==> config.mk <==
export PLATFORM = sky130hd
export DESIGN_NAME = seg14_scan_mux_flat
export DESIGN_NICKNAME = d
export VERILOG_FILES = /design/src/rtl/seg14_scan_mux_pkg.sv /design/src/rtl/seg14_scan_mux_if.sv /design/src/rtl/seg14_scan_timer.sv /design/src/rtl/seg14_scan_mux.sv /design/src/flat_wrapper.sv
export SDC_FILE = /design/constraint.sdc
export NUM_CORES = 1
export LEC_CHECK = 0
export ABC_AREA = 0
export ABC_CLOCK_PERIOD_IN_PS = 3800
export BUFFER_PORTS_ARGS = -buffer_cell sky130_fd_sc_hd__clkbuf_2
export CORE_MARGIN = 2
export CORE_UTILIZATION = 35
export CTS_BUF_LIST = sky130_fd_sc_hd__clkbuf_2 sky130_fd_sc_hd__clkbuf_4 sky130_fd_sc_hd__clkbuf_8
export CTS_CLUSTER_SIZE = 12
export DETAILED_ROUTE_END_ITERATION = 8
export PLACE_DENSITY = 0.52
export RECOVER_POWER = 50
export SLEW_MARGIN = 20
export SYNTH_ARGS = -nofsm -noshare
export SYNTH_HDL_FRONTEND = slang
export SYNTH_SLANG_ARGS = --single-unit
==> constraint.sdc <==
create_clock -name i_clk -period 3.8 [get_ports i_clk]
set_clock_uncertainty 0.15 [all_clocks]
set_input_delay 0.76 -clock i_clk [delete_from_list [all_inputs] [get_ports i_clk]]
set_output_delay 0.76 -clock i_clk [all_outputs]
set_load 0.02 [all_outputs]
==> src/rtl/seg14_scan_mux_pkg.sv <==
// Shared types and constants for the 14-segment scan multiplexer.
package seg14_scan_mux_pkg;

    localparam int unsigned SEG14_CHAR_W      = 7;
    localparam logic [6:0]  SEG14_ASCII_SPACE = 7'h20;

    typedef struct packed {
        logic [SEG14_CHAR_W-1:0] code;
        logic                    ascii;
        logic                    dp;
    } seg14_char_t;

    typedef enum logic {
        PH_BLANK = 1'b0,
        PH_DRIVE = 1'b1
    } scan_phase_t;

    function automatic seg14_char_t space_char();
        return '{code: SEG14_ASCII_SPACE, ascii: 1'b1, dp: 1'b0};
    endfunction

endpackage

==> src/rtl/seg14_scan_mux_if.sv <==
// Frame-load handshake plus decoder/digit drive bundle of the scan multiplexer.
interface seg14_scan_mux_if
    import seg14_scan_mux_pkg::*;
#(
    parameter int unsigned NUM_DIGITS = 4
);
    logic                                 i_frame_valid;
    logic                                 o_frame_ready;
    logic [SEG14_CHAR_W*NUM_DIGITS-1:0]   i_frame_chars;
    logic [NUM_DIGITS-1:0]                i_frame_ascii;
    logic [NUM_DIGITS-1:0]                i_frame_dp;
    logic [SEG14_CHAR_W-1:0]              o_data;
    logic                                 o_ascii;
    logic                                 o_dp_en;
    logic [NUM_DIGITS-1:0]                o_digit_en;
    logic                                 o_frame_sync;

    modport master (
        output i_frame_valid, i_frame_chars, i_frame_ascii, i_frame_dp,
        input  o_frame_ready, o_data, o_ascii, o_dp_en, o_digit_en, o_frame_sync
    );

    modport slave (
        input  i_frame_valid, i_frame_chars, i_frame_ascii, i_frame_dp,
        output o_frame_ready, o_data, o_ascii, o_dp_en, o_digit_en, o_frame_sync
    );
endinterface

==> src/rtl/seg14_scan_timer.sv <==
// Slot counter, digit index and blank/drive phase; exposes next-cycle values
// so the top can register its outputs aligned with the counter.
module seg14_scan_timer
    import seg14_scan_mux_pkg::*;
#(
    parameter  int unsigned NUM_DIGITS = 4,
    parameter  int unsigned SCAN_DIV   = 2500,
    parameter  int unsigned BLANK_CYC  = 16,
    localparam int unsigned IDX_W      = $clog2(NUM_DIGITS),
    localparam int unsigned CNT_W      = $clog2(SCAN_DIV)
) (
    input  logic             clk,
    input  logic             reset,
    output logic [IDX_W-1:0] idx_nxt_c,
    output logic             slot_start_c,
    output logic             drive_nxt_c,
    output logic             boundary_c
);

    scan_phase_t      state_q, state_nxt;
    logic [CNT_W-1:0] cnt_q, cnt_nxt;
    logic [IDX_W-1:0] idx_q, idx_nxt;

    // Reset parks on the last cycle of the last digit so release lands on digit 0, counter 0.
    always_ff @(posedge clk) begin
        if (reset) begin
            state_q <= PH_DRIVE;
            cnt_q   <= CNT_W'(SCAN_DIV - 1);
            idx_q   <= IDX_W'(NUM_DIGITS - 1);
        end else begin
            state_q <= state_nxt;
            cnt_q   <= cnt_nxt;
            idx_q   <= idx_nxt;
        end
    end

    always_comb begin
        state_nxt = state_q;
        cnt_nxt   = cnt_q + 1'b1;
        idx_nxt   = idx_q;
        case (state_q)
            PH_BLANK: begin
                if (cnt_q == CNT_W'(BLANK_CYC - 1)) state_nxt = PH_DRIVE;
            end
            PH_DRIVE: begin
                if (cnt_q == CNT_W'(SCAN_DIV - 1)) begin
                    state_nxt = PH_BLANK;
                    cnt_nxt   = '0;
                    idx_nxt   = (idx_q == IDX_W'(NUM_DIGITS - 1)) ? '0 : idx_q + 1'b1;
                end
            end
        endcase
    end

    assign idx_nxt_c    = idx_nxt;
    assign slot_start_c = (cnt_q == CNT_W'(SCAN_DIV - 1));
    assign drive_nxt_c  = (state_nxt == PH_DRIVE);
    assign boundary_c   = slot_start_c && (idx_q == IDX_W'(NUM_DIGITS - 1));

endmodule

==> src/rtl/seg14_scan_mux.sv <==
// Holds a display frame and time-multiplexes it onto one shared 14-segment
// decoder; new frames are swapped in only at the scan boundary.
module seg14_scan_mux
    import seg14_scan_mux_pkg::*;
#(
    parameter int unsigned NUM_DIGITS = 4,
    parameter int unsigned SCAN_DIV   = 2500,
    parameter int unsigned BLANK_CYC  = 16
) (
    input logic             i_clk,
    input logic             i_reset,
    seg14_scan_mux_if.slave bus
);

    localparam int unsigned IDX_W = $clog2(NUM_DIGITS);

    logic [IDX_W-1:0] idx_nxt_c;
    logic             slot_start_c;
    logic             drive_nxt_c;
    logic             boundary_c;
    logic             swap_c;
    seg14_char_t      shown_c;

    seg14_char_t active  [NUM_DIGITS];
    seg14_char_t pending [NUM_DIGITS];

    seg14_scan_timer #(
        .NUM_DIGITS (NUM_DIGITS),
        .SCAN_DIV   (SCAN_DIV),
        .BLANK_CYC  (BLANK_CYC)
    ) u_timer (
        .clk          (i_clk),
        .reset        (i_reset),
        .idx_nxt_c    (idx_nxt_c),
        .slot_start_c (slot_start_c),
        .drive_nxt_c  (drive_nxt_c),
        .boundary_c   (boundary_c)
    );

    // Ready low means the pending buffer holds a frame waiting for the boundary.
    assign swap_c  = boundary_c && !bus.o_frame_ready;
    assign shown_c = swap_c ? pending[idx_nxt_c] : active[idx_nxt_c];

    always_ff @(posedge i_clk) begin
        if (i_reset) begin
            for (int k = 0; k < NUM_DIGITS; k++) begin
                active[k]  <= space_char();
                pending[k] <= space_char();
            end
            bus.o_frame_ready <= 1'b1;
            bus.o_data        <= SEG14_ASCII_SPACE;
            bus.o_ascii       <= 1'b1;
            bus.o_dp_en       <= 1'b0;
            bus.o_digit_en    <= '0;
            bus.o_frame_sync  <= 1'b0;
        end else begin
            // A swap needs ready low, so it never coincides with an accept.
            if (swap_c) begin
                for (int k = 0; k < NUM_DIGITS; k++) active[k] <= pending[k];
                bus.o_frame_ready <= 1'b1;
            end else if (bus.i_frame_valid && bus.o_frame_ready) begin
                for (int k = 0; k < NUM_DIGITS; k++) begin
                    pending[k] <= '{code:  bus.i_frame_chars[SEG14_CHAR_W*k +: SEG14_CHAR_W],
                                    ascii: bus.i_frame_ascii[k],
                                    dp:    bus.i_frame_dp[k]};
                end
                bus.o_frame_ready <= 1'b0;
            end

            bus.o_frame_sync <= slot_start_c && (idx_nxt_c == '0);
            bus.o_digit_en   <= drive_nxt_c ? (NUM_DIGITS'(1) << idx_nxt_c) : '0;

            if (slot_start_c) begin
                bus.o_data  <= shown_c.code;
                bus.o_ascii <= shown_c.ascii;
                bus.o_dp_en <= shown_c.dp;
            end
        end
    end

endmodule
==> src/flat_wrapper.sv <==
// flat-port wrapper written by rule: the top's interface ports become plain ports
module seg14_scan_mux_flat import seg14_scan_mux_pkg::*;
#(
    parameter int unsigned NUM_DIGITS = 4,
    parameter int unsigned SCAN_DIV   = 2500,
    parameter int unsigned BLANK_CYC  = 16
)
  (i_clk, i_reset, bus_i_frame_valid, bus_i_frame_chars, bus_i_frame_ascii, bus_i_frame_dp, bus_o_frame_ready, bus_o_data, bus_o_ascii, bus_o_dp_en, bus_o_digit_en, bus_o_frame_sync);
  seg14_scan_mux_if #(.NUM_DIGITS(NUM_DIGITS)) bus_i ();
  input logic i_clk;
  input logic i_reset;
  input wire logic [$bits(bus_i.i_frame_valid)-1:0] bus_i_frame_valid;
  input wire logic [$bits(bus_i.i_frame_chars)-1:0] bus_i_frame_chars;
  input wire logic [$bits(bus_i.i_frame_ascii)-1:0] bus_i_frame_ascii;
  input wire logic [$bits(bus_i.i_frame_dp)-1:0] bus_i_frame_dp;
  output wire logic [$bits(bus_i.o_frame_ready)-1:0] bus_o_frame_ready;
  output wire logic [$bits(bus_i.o_data)-1:0] bus_o_data;
  output wire logic [$bits(bus_i.o_ascii)-1:0] bus_o_ascii;
  output wire logic [$bits(bus_i.o_dp_en)-1:0] bus_o_dp_en;
  output wire logic [$bits(bus_i.o_digit_en)-1:0] bus_o_digit_en;
  output wire logic [$bits(bus_i.o_frame_sync)-1:0] bus_o_frame_sync;
  assign bus_i.i_frame_valid = bus_i_frame_valid;
  assign bus_i.i_frame_chars = bus_i_frame_chars;
  assign bus_i.i_frame_ascii = bus_i_frame_ascii;
  assign bus_i.i_frame_dp = bus_i_frame_dp;
  assign bus_o_frame_ready = bus_i.o_frame_ready;
  assign bus_o_data = bus_i.o_data;
  assign bus_o_ascii = bus_i.o_ascii;
  assign bus_o_dp_en = bus_i.o_dp_en;
  assign bus_o_digit_en = bus_i.o_digit_en;
  assign bus_o_frame_sync = bus_i.o_frame_sync;
  seg14_scan_mux #(.NUM_DIGITS(NUM_DIGITS), .SCAN_DIV(SCAN_DIV), .BLANK_CYC(BLANK_CYC)) u_core (.i_clk(i_clk), .i_reset(i_reset), .bus(bus_i));
endmodule
### Yosys cells after proc, flatten, opt, wreduce, memory -nomap -nowiden

Memory sizes are Yosys's and may differ from the RTL's.
Index checks and enable logic that the tools add are counted.

* RAM bits: 72
* memories: 2
* register bits after elaboration: 30
* word-level logic and storage cells: 61

Memory list
* u_core.active: words 4, bits a word 9, rd ports 1, clocked after Yosys merged registers in 0, write ports 4, RTL line seg14_scan_mux.sv:24 `seg14_char_t active [NUM_DIGITS];`
* u_core.pending: words 4, bits a word 9, rd ports 5, clocked after Yosys merged registers in 0, write ports 4, RTL line seg14_scan_mux.sv:25 `seg14_char_t pending [NUM_DIGITS];`

* multiplexer cells: 26
* eq/ne operators: 3
* reduce and logical (&&, ||, !) cells: 8
* shift-type cells: 1
* add/subtract/negate cells: 2
* bitwise operators: 10

Operators with widths (number)
* 9-bit two-way mux: 9
* 12-bit two-way mux: 2
* 12-bit by 1-bit adder with 12-bit output (second input constant): 1
* 12-bit equality test (second input constant): 1
* 12-bit by 4-bit equality test with 1-bit output (second input constant): 1
* 1-bit two-way mux: 11
* 1-bit OR: 8
* 2-bit two-way mux: 3
* 1-bit logical AND: 4
* 2-bit OR reduction: 2
* 1-bit by 2-bit << shifter with 4-bit output (first input constant): 1
* 2-bit by 1-bit adder with 2-bit output (second input constant): 1
* 2-bit equality test (second input constant): 1
* 2-bit zero test: 1
* 1-bit inverter: 2
* 1-bit one-hot mux with 2 select lines: 1
* 1-bit zero test: 1

### Depth between registers and ports, before layout

Gate-level depths: netlist (run 1).

* depth after elaboration: 7
* mapped depth: 9
* gate-level depth less buffers: 7

### Modules after synthesis

Synthesis (run 1) repeated with hierarchy kept, for this count alone.

* cell total of the unflattened synthesis: 349
* area total of the unflattened synthesis: 4505.6 um^2

Modules (own cells, without submodules)
* seg14_scan_mux: times used 1, area each 3758.6 um^2, cells an instance 271
* seg14_scan_timer: times used 1, area each 747.0 um^2, cells an instance 78

### Worst setup path after synthesis (run 1)

Ideal clock, no wire load.

* kind: input-to-reg
* start: input i_reset
* end: memory u_core.pending[0][0] in the netlist's numbering (enable)
* setup time: 0.399 ns
* arrival: 2.239 ns
* required time: 3.251 ns
* path buffers: 2
* cell stages on the path: 3
* setup slack: 1.013 ns
* path through: clkbuf_1 -> clkbuf_1 -> nand2b_1

RTL lines
* start: declaration: RTL line flat_wrapper.sv:11 `input logic i_reset;`
* end: declaration: RTL line seg14_scan_mux.sv:25

==> flow_summary_export.csv, run 1 <==
group,metric,value,unit
outcome,outcome,"completed",
synth,ys.flop_type,"edfxtp_1",
critical_path,startpoint_type,"input pin",
min_path,hold_class,"reg -> reg",
drt,drt-total-wl,9.597,mm
placed_design,gp_congestion,0.7711,
pwr,ir_drop,208.4,µV
pwr,p_seq_frac,0.448,
drt,via_per_inst,4.875,
synth,ys_top_cells_by_count,"edfxtp_1 (72), and2_1 (56), nand2_1 (31)",
drt,wl_per_cell,16.16,µm
critical_path,crit_family,"buffers and inverters",
drt,drc,0,
synth,synth-seq-area-share,0.6043,
pwr,p_switching,1243,µW
pwr,powerDensity,643.7,mW/mm²
global_routing,overflow,0,
drt,highest_layer,"met4",
cts,cts.sinks,102,
final_layout,utilization,0.4083,
final_layout,postLayoutCellArea,0.005174,mm²
cts,cts_root_buf,"clkbuf_8",
global_routing,grt_pass1_wl,15.62,mm
critical_path,worst_path_largest_cell_delay,0.96,ns
placed_design,io_buffers,53,
drt,wl_met3,496,µm
drt,via_count,2896,
cts,cts_tree,"done",
synth,syn-num-nets,408,
critical_path,crit_chain,"clkbuf_2 > clkbuf_1 > nor2_1 > clkbuf_1 > and2_0",
pwr,p_leak,0.001940,µW
flow_run,max_cap_viol_count,0,
cts,cts.clk_slew.worst_paths,0.10,ns
cts,clock_path_buffers,2,
critical_path,worst_path_max_delay_cell,"clkbuf_1",
critical_path,path_buf_inv,3,
synth,async_flop_share,0,
floorplanning,rows,41,
global_routing,grt_usage,0.1444,
drt,antenna_left,0,
cts,h-tree-depth,3,
final_layout,area_growth_syn_to_layout,13.16,%
synth,ys_seq_elements,102,
floorplanning,dieArea,0.01399,mm²
sta,post-route-period-util,0.7744,
drt,drtIter0Drc,219,
floorplanning,coreArea,0.01267,mm²
global_routing,grt_pass1_vias,2915,
floorplanning,die_x,118.3,µm
synth,synthTopCellsByArea,"edfxtp_1 (47%), dfxtp_1 (13%), and2_1 (7.7%)",
final_layout,nNetsFinal,458,
placed_design,dp_worst_setup_slack,0.9513,ns
drt,dr_wl_met2,4.405,mm
cts,cts_inserted_buffers,9,
synth,synth_enable_flop_cells,72,
pwr,power.total,3330,µW
cts,postCtsSetupRepairBufs,0,
min_path,hold_path_startpoint,"u_core.u_timer.cnt_q[0]$_SDFF_PP1_",
sta,layout_setup_ws,0.8571,ns
synth,netlist_area,0.004572,mm²
sta,rsz0062_at_grt,"no",
critical_path,cp-end-kind,"flip-flop",
sta,relSlewSlack,0.1685,
global_routing,grt_max_degree,30,
cts,clk_latency,0.39,ns
cts,cts_resized,0,
critical_path,critPathKind,"in -> reg",
pwr,cellInternalPower,2087,µW
synth,yosysMostFrequentCell,"edfxtp_1",
synth,syn_inst,367,
critical_path,crit_top_cell,"clkbuf_1",
sta,hold_viol_final,0,
synth,post_synth.cell_area_avg,12.46,µm²
floorplanning,start_util,0.3608,
global_routing,antenna_found_initial,0,
critical_path,critPathLaunch,"i_reset",
sta,finalSetupViolCount,0,
floorplanning,pin_count,54,
sta,max_freq,339.8,MHz
sta,finalCriticalPeriod,2.943,ns
critical_path,worst-path-max-fanout,29,
critical_path,cp_data_required_time,3.79,ns
synth,yosys_warnings,0,
drt,drtPass1Iterations,4,
pwr,switching_share,0.3732,
synth,synth_top_area_cell,"edfxtp_1",
floorplanning,die_h,118.3,µm
cts,ctsHoldBuffers,0,
sta,tns,0,ns
synth,ys_types,39,
final_layout,drive_above_1_share,0.1730,
sta,final_max_slew_viol_count,0,
sta,worst_slew_pin_slew,1.247,ns
critical_path,worstPathArrival,2.94,ns
final_layout,antenna_cells,0,
pwr,power_frac_comb,0.338,
drt,m1WireLength,4.521,mm
placed_design,dpl.hpwl,6.529,mm
pwr,p_clk_frac,0.214,
placed_design,dpl_cell_area,0.004999,mm²
critical_path,r2r-start,"u_core.u_timer.cnt_q[0]$_SDFF_PP1_",
synth,synth_top_area_frac,0.4729,
-- worst paths after layout --
check | to | slack [ns] | depth (start not counted)
setup reg to reg | u_core.active[1][6]$_SDFFCE_PN0P_ | 0.95 | 5
hold / removal | u_core.u_timer.cnt_q[0]$_SDFF_PP1_ | 0.34 | 1
setup / recovery | u_core.pending[1][6]$_SDFFCE_PN0P_ | 0.86 | 5
hold reg to reg | u_core.u_timer.cnt_q[0]$_SDFF_PP1_ | 0.34 | 1
-- worst reg2reg max path: cells and delay by family, from the launching register on --
| family | cells | cell delay, ns |
|---|---|---|
| adder cells (fa/ha/maj) | 1 | 0.20 |
| buffers and inverters | 1 | 0.40 |
| flip-flops | 1 | 0.37 |
| AND/OR/NAND/NOR | 3 | 1.40 |
-- sequential cells by signal (all words and copies together), names as in the netlist, 2 cells and up --
name / count
u_core.active: 36
u_core.bus.o_data: 7
u_core.bus.o_digit_en: 4
u_core.pending: 36
u_core.u_timer.cnt_q: 12
u_core.u_timer.idx_q: 2
-- final cells by class --
type                       instances  area [µm²]
fill                            1287        7497
sequential                       102        2763
multi-input combinational        240        1669
timing repair buffer              61       311.5
tap                              172       215.2
clock buffer                       9       123.9
clock inverter                     7       80.08
inverter                           3       11.26
-- metrics by stage --
stage,hold WS [ns],instances
final,0.3389,594
after global routing,0.3757,594
after CTS,0.3336,594
after detailed placement,0.3183,578
after global placement,0.3068,578
after floorplan,0.2875,367
-- power groups by stage --
stage / clock network (µW) / registers, µW / logic, µW
detailed placement: 0 / 1520 / 1160
CTS: 736 / 1490 / 1170
global route: 776 / 1510 / 1240
finish: 712 / 1490 / 1130
floorplan: 0 / 1540 / 861
global placement: 0 / 1520 / 1140
-- cell families after synthesis --
logic type,share of synthesized area
xor+xnor,0.01916
flops,0.6043
simple gates,0.2159
buf+inv,0.03065
mux,0.05282
fa+ha+maj,0.005473
compound gates,0.07170
-- layout by cell type (no fill, tap or decap), types with 5 or more instances in the layout --
cell	count
nor4_2	5
a211oi_1	11
nand2_1	31
nor2_1	11
clkbuf_8	9
clkbuf_2	38
dfxtp_1	30
xnor2_1	6
buf_4	5
and3_1	10
and2_1	36
and2_0	20
or3_1	16
nor3_1	12
a221oi_1	7
a21o_1	7
o21bai_1	8
edfxtp_1	72
nand3_1	5
mux2i_1	23
clkbuf_1	17
-- metal layers --
layer | global-route usage | up-vias
li1 | - | 1436
met1 | 0.1939 | 1378
met2 | 0.2193 | 69
met3 | 0.04392 | 13
met4 | 0.05346 | 0
met5 | 0 | -
No activity file was read; power rests on OpenSTA's default activity.
==> run 2, diff against run 1 <==
Settings changed: ABC_CLOCK_PERIOD_IN_PS 3800 to 2400, PLACE_DENSITY 0.52 to 0.54.
Clock period 3.8 ns to 2.4 ns, I/O delays scaled along.
==> flow_summary_export.csv, run 2 (synthesis gave the netlist of run 1 again) <==
group,metric,value,unit
floorplanning,rows,41,
pwr,powerDensity,1094,mW/mm²
critical_path,rr_worst_depth,10,
critical_path,critPathLaunch,"u_core.u_timer.cnt_q[0]$_SDFF_PP1_",
global_routing,antenna_found_initial,0,
sta,post-route-period-util,0.9590,
outcome,outcome,"completed",
floorplanning,pin_count,54,
sta,tns,0,ns
sta,worst_slew_pin_slew,0.6270,ns
global_routing,grt_pass1_wl,14.94,mm
global_routing,grt_max_degree,40,
cts,cts.clk_slew.worst_paths,0.10,ns
final_layout,fillers,1233,
global_routing,grt_pass1_vias,2907,
floorplanning,coreArea,0.01267,mm²
cts,cts_root_buf,"clkbuf_8",
placed_design,gp_congestion,0.7723,
critical_path,crit_end,"u_core.bus.o_data[3]$_SDFFE_PP0N_",
floorplanning,dieArea,0.01399,mm²
pwr,power.total,5969,µW
critical_path,crit_chain,"ha_4 > and4bb_2 > buf_4 > and4_4 > a21oi_4 > buf_6 > clkbuf_16 > nand2_1 > and3_1 > nor4_2",
pwr,p_seq_frac,0.399,
global_routing,overflow,0,
cts,cts_tree,"done",
pwr,power_frac_comb,0.379,
placed_design,io_buffers,53,
critical_path,r2r-start,"u_core.u_timer.cnt_q[0]$_SDFF_PP1_",
cts,cts.sinks,102,
critical_path,rr_endpoint,"u_core.bus.o_data[3]$_SDFFE_PP0N_",
cts,cts_inserted_buffers,9,
drt,antenna_left,0,
sta,hold_viol_final,0,
drt,via_per_inst,4.805,
final_layout,layout_common_cells,"edfxtp_1 (72), and2_1 (44), clkbuf_2 (39)",
critical_path,worst_path_max_delay_cell,"dfxtp_2",
critical_path,critPathKind,"reg -> reg",
pwr,ir_drop,478.1,µV
critical_path,cp-end-kind,"flip-flop",
global_routing,grt_usage,0.1350,
drt,wl_per_cell,14.98,µm
drt,drc,0,
drt,drtPass1Iterations,4,
sta,max_freq,434.5,MHz
cts,clock_path_buffers,2,
final_layout,drive_above_1_share,0.2323,
sta,relSlewSlack,0.5820,
sta,final_max_slew_viol_count,0,
sta,rsz0062_at_grt,"no",
sta,finalSetupViolCount,0,
critical_path,r2r_slack,0.1,ns
placed_design,dpl.hpwl,6.326,mm
final_layout,nNetsFinal,475,
pwr,cellInternalPower,3899,µW
pwr,switching_share,0.3467,
pwr,p_leak,0.002082,µW
flow_run,max_cap_viol_count,0,
cts,clk_latency,0.37,ns
critical_path,worst_path_largest_cell_delay,0.35,ns
final_layout,regArea,0.002765,mm²
final_layout,antenna_cells,0,
sta,finalCriticalPeriod,2.302,ns
final_layout,final_common_cell,"edfxtp_1",
floorplanning,start_util,0.3608,
critical_path,worstPathArrival,2.44,ns
cts,h-tree-depth,3,
final_layout,area_growth_syn_to_layout,19.32,%
floorplanning,die_x,118.3,µm
critical_path,startpoint_type,"flip-flop",
pwr,p_clk_frac,0.222,
final_layout,utilization,0.4305,
final_layout,top_regs,"u_core.active (36), u_core.pending (36), u_core.u_timer.cnt_q (12)",
placed_design,dpl_cell_area,0.005124,mm²
final_layout,multi_input_area,0.001729,mm²
pwr,p_switching,2070,µW
critical_path,cp_data_required_time,2.54,ns
min_path,hold_class,"in -> reg",
floorplanning,die_h,118.3,µm
drt,via_count,2936,
critical_path,worst-path-max-fanout,10,
drt,drtIter0Drc,130,
drt,drt-total-wl,9.153,mm
final_layout,postLayoutCellArea,0.005455,mm²
run 2: cell count changes in the layout (fill, tap and decap cells not counted), sizes merged:
cell and delta:
clkinvlp -1, bufinv +2, buf +15, clkinv -1
clkbuf +2
run 2: worst min-delay path by stage:
stage	endpoint	from	depth (start not counted)	slack, ns
floorplan	u_core.u_timer.cnt_q[0]$_SDFF_PP1_	u_core.u_timer.cnt_q[0]$_SDFF_PP1_	1	0.29
global placement	u_core.u_timer.cnt_q[0]$_SDFF_PP1_	u_core.u_timer.cnt_q[0]$_SDFF_PP1_	1	0.30
detailed placement	u_core.u_timer.cnt_q[0]$_SDFF_PP1_	u_core.u_timer.cnt_q[0]$_SDFF_PP1_	1	0.33
CTS	u_core.pending[2][7]$_SDFFCE_PN1P_	bus_i_frame_chars[19]	2	0.20
global route	u_core.pending[2][7]$_SDFFCE_PN1P_	bus_i_frame_chars[19]	2	0.20
finish	u_core.pending[3][7]$_SDFFCE_PN1P_	bus_i_frame_chars[26]	2	0.22
run 2: final cells by class:
type,instances,share of cell area
Multi-Input combinational cell,240,0.3170
Inverter,3,0.002064
Clock inverter,7,0.02339
Clock buffer,9,0.02271
Timing Repair Buffer,78,0.08853
Sequential cell,102,0.5069
Tap cell,172,0.03945
run 2: per-stage QoR:
step / hold slack (ns) / instances / worst slack, ns
after detailed placement: 0.3254 / 591 / 0.009142
after floorplan: 0.2875 / 367 / 0.08098
after global routing: 0.2001 / 611 / 0.004498
after global placement: 0.3030 / 591 / 0.05713
after CTS: 0.2041 / 607 / 0.0007461
final: 0.2156 / 611 / 0.09843
run 2: power groups by stage:
stage / Sequential [µW] / Clock (µW) / Combinational (µW)
4_1_cts: 2370 / 1370 / 2090
2_1_floorplan: 2430 / 0 / 1360
3_5_place_dp: 2410 / 0 / 2080
3_3_place_gp: 2400 / 0 / 2050
6_report: 2380 / 1330 / 2260
5_1_grt: 2410 / 1430 / 2460
run 2: critical path, delay by kind of cell (launching register included):
family                     cells  cell delay, ns
adders and majority gates      1            0.17
DFF                            1            0.35
AOI/OAI and AO/OA              1            0.18
and+or+nand+nor                5            0.94
buffers and inverters          3            0.44
run 2: metal layers:
metal / part of all wire / routed length, µm / GRT usage
met5: 0 / 0 / 0
met4: 0.013 / 119 / 0.04066
met3: 0.027 / 245 / 0.02944
met2: 0.49 / 4526 / 0.2222
met1: 0.47 / 4261 / 0.1779
run 2: repair_timing:
| action | CTS | global route |
|---|---|---|
| cloned | 0 | 1 |
| pin swaps | 0 | 1 |
| endpoints found under the setup margin | 1 | 9 |
| gates resized for setup | 1 | 12 |
| hold buffers | 0 | 0 |
| buffers inserted | 0 | 3 |
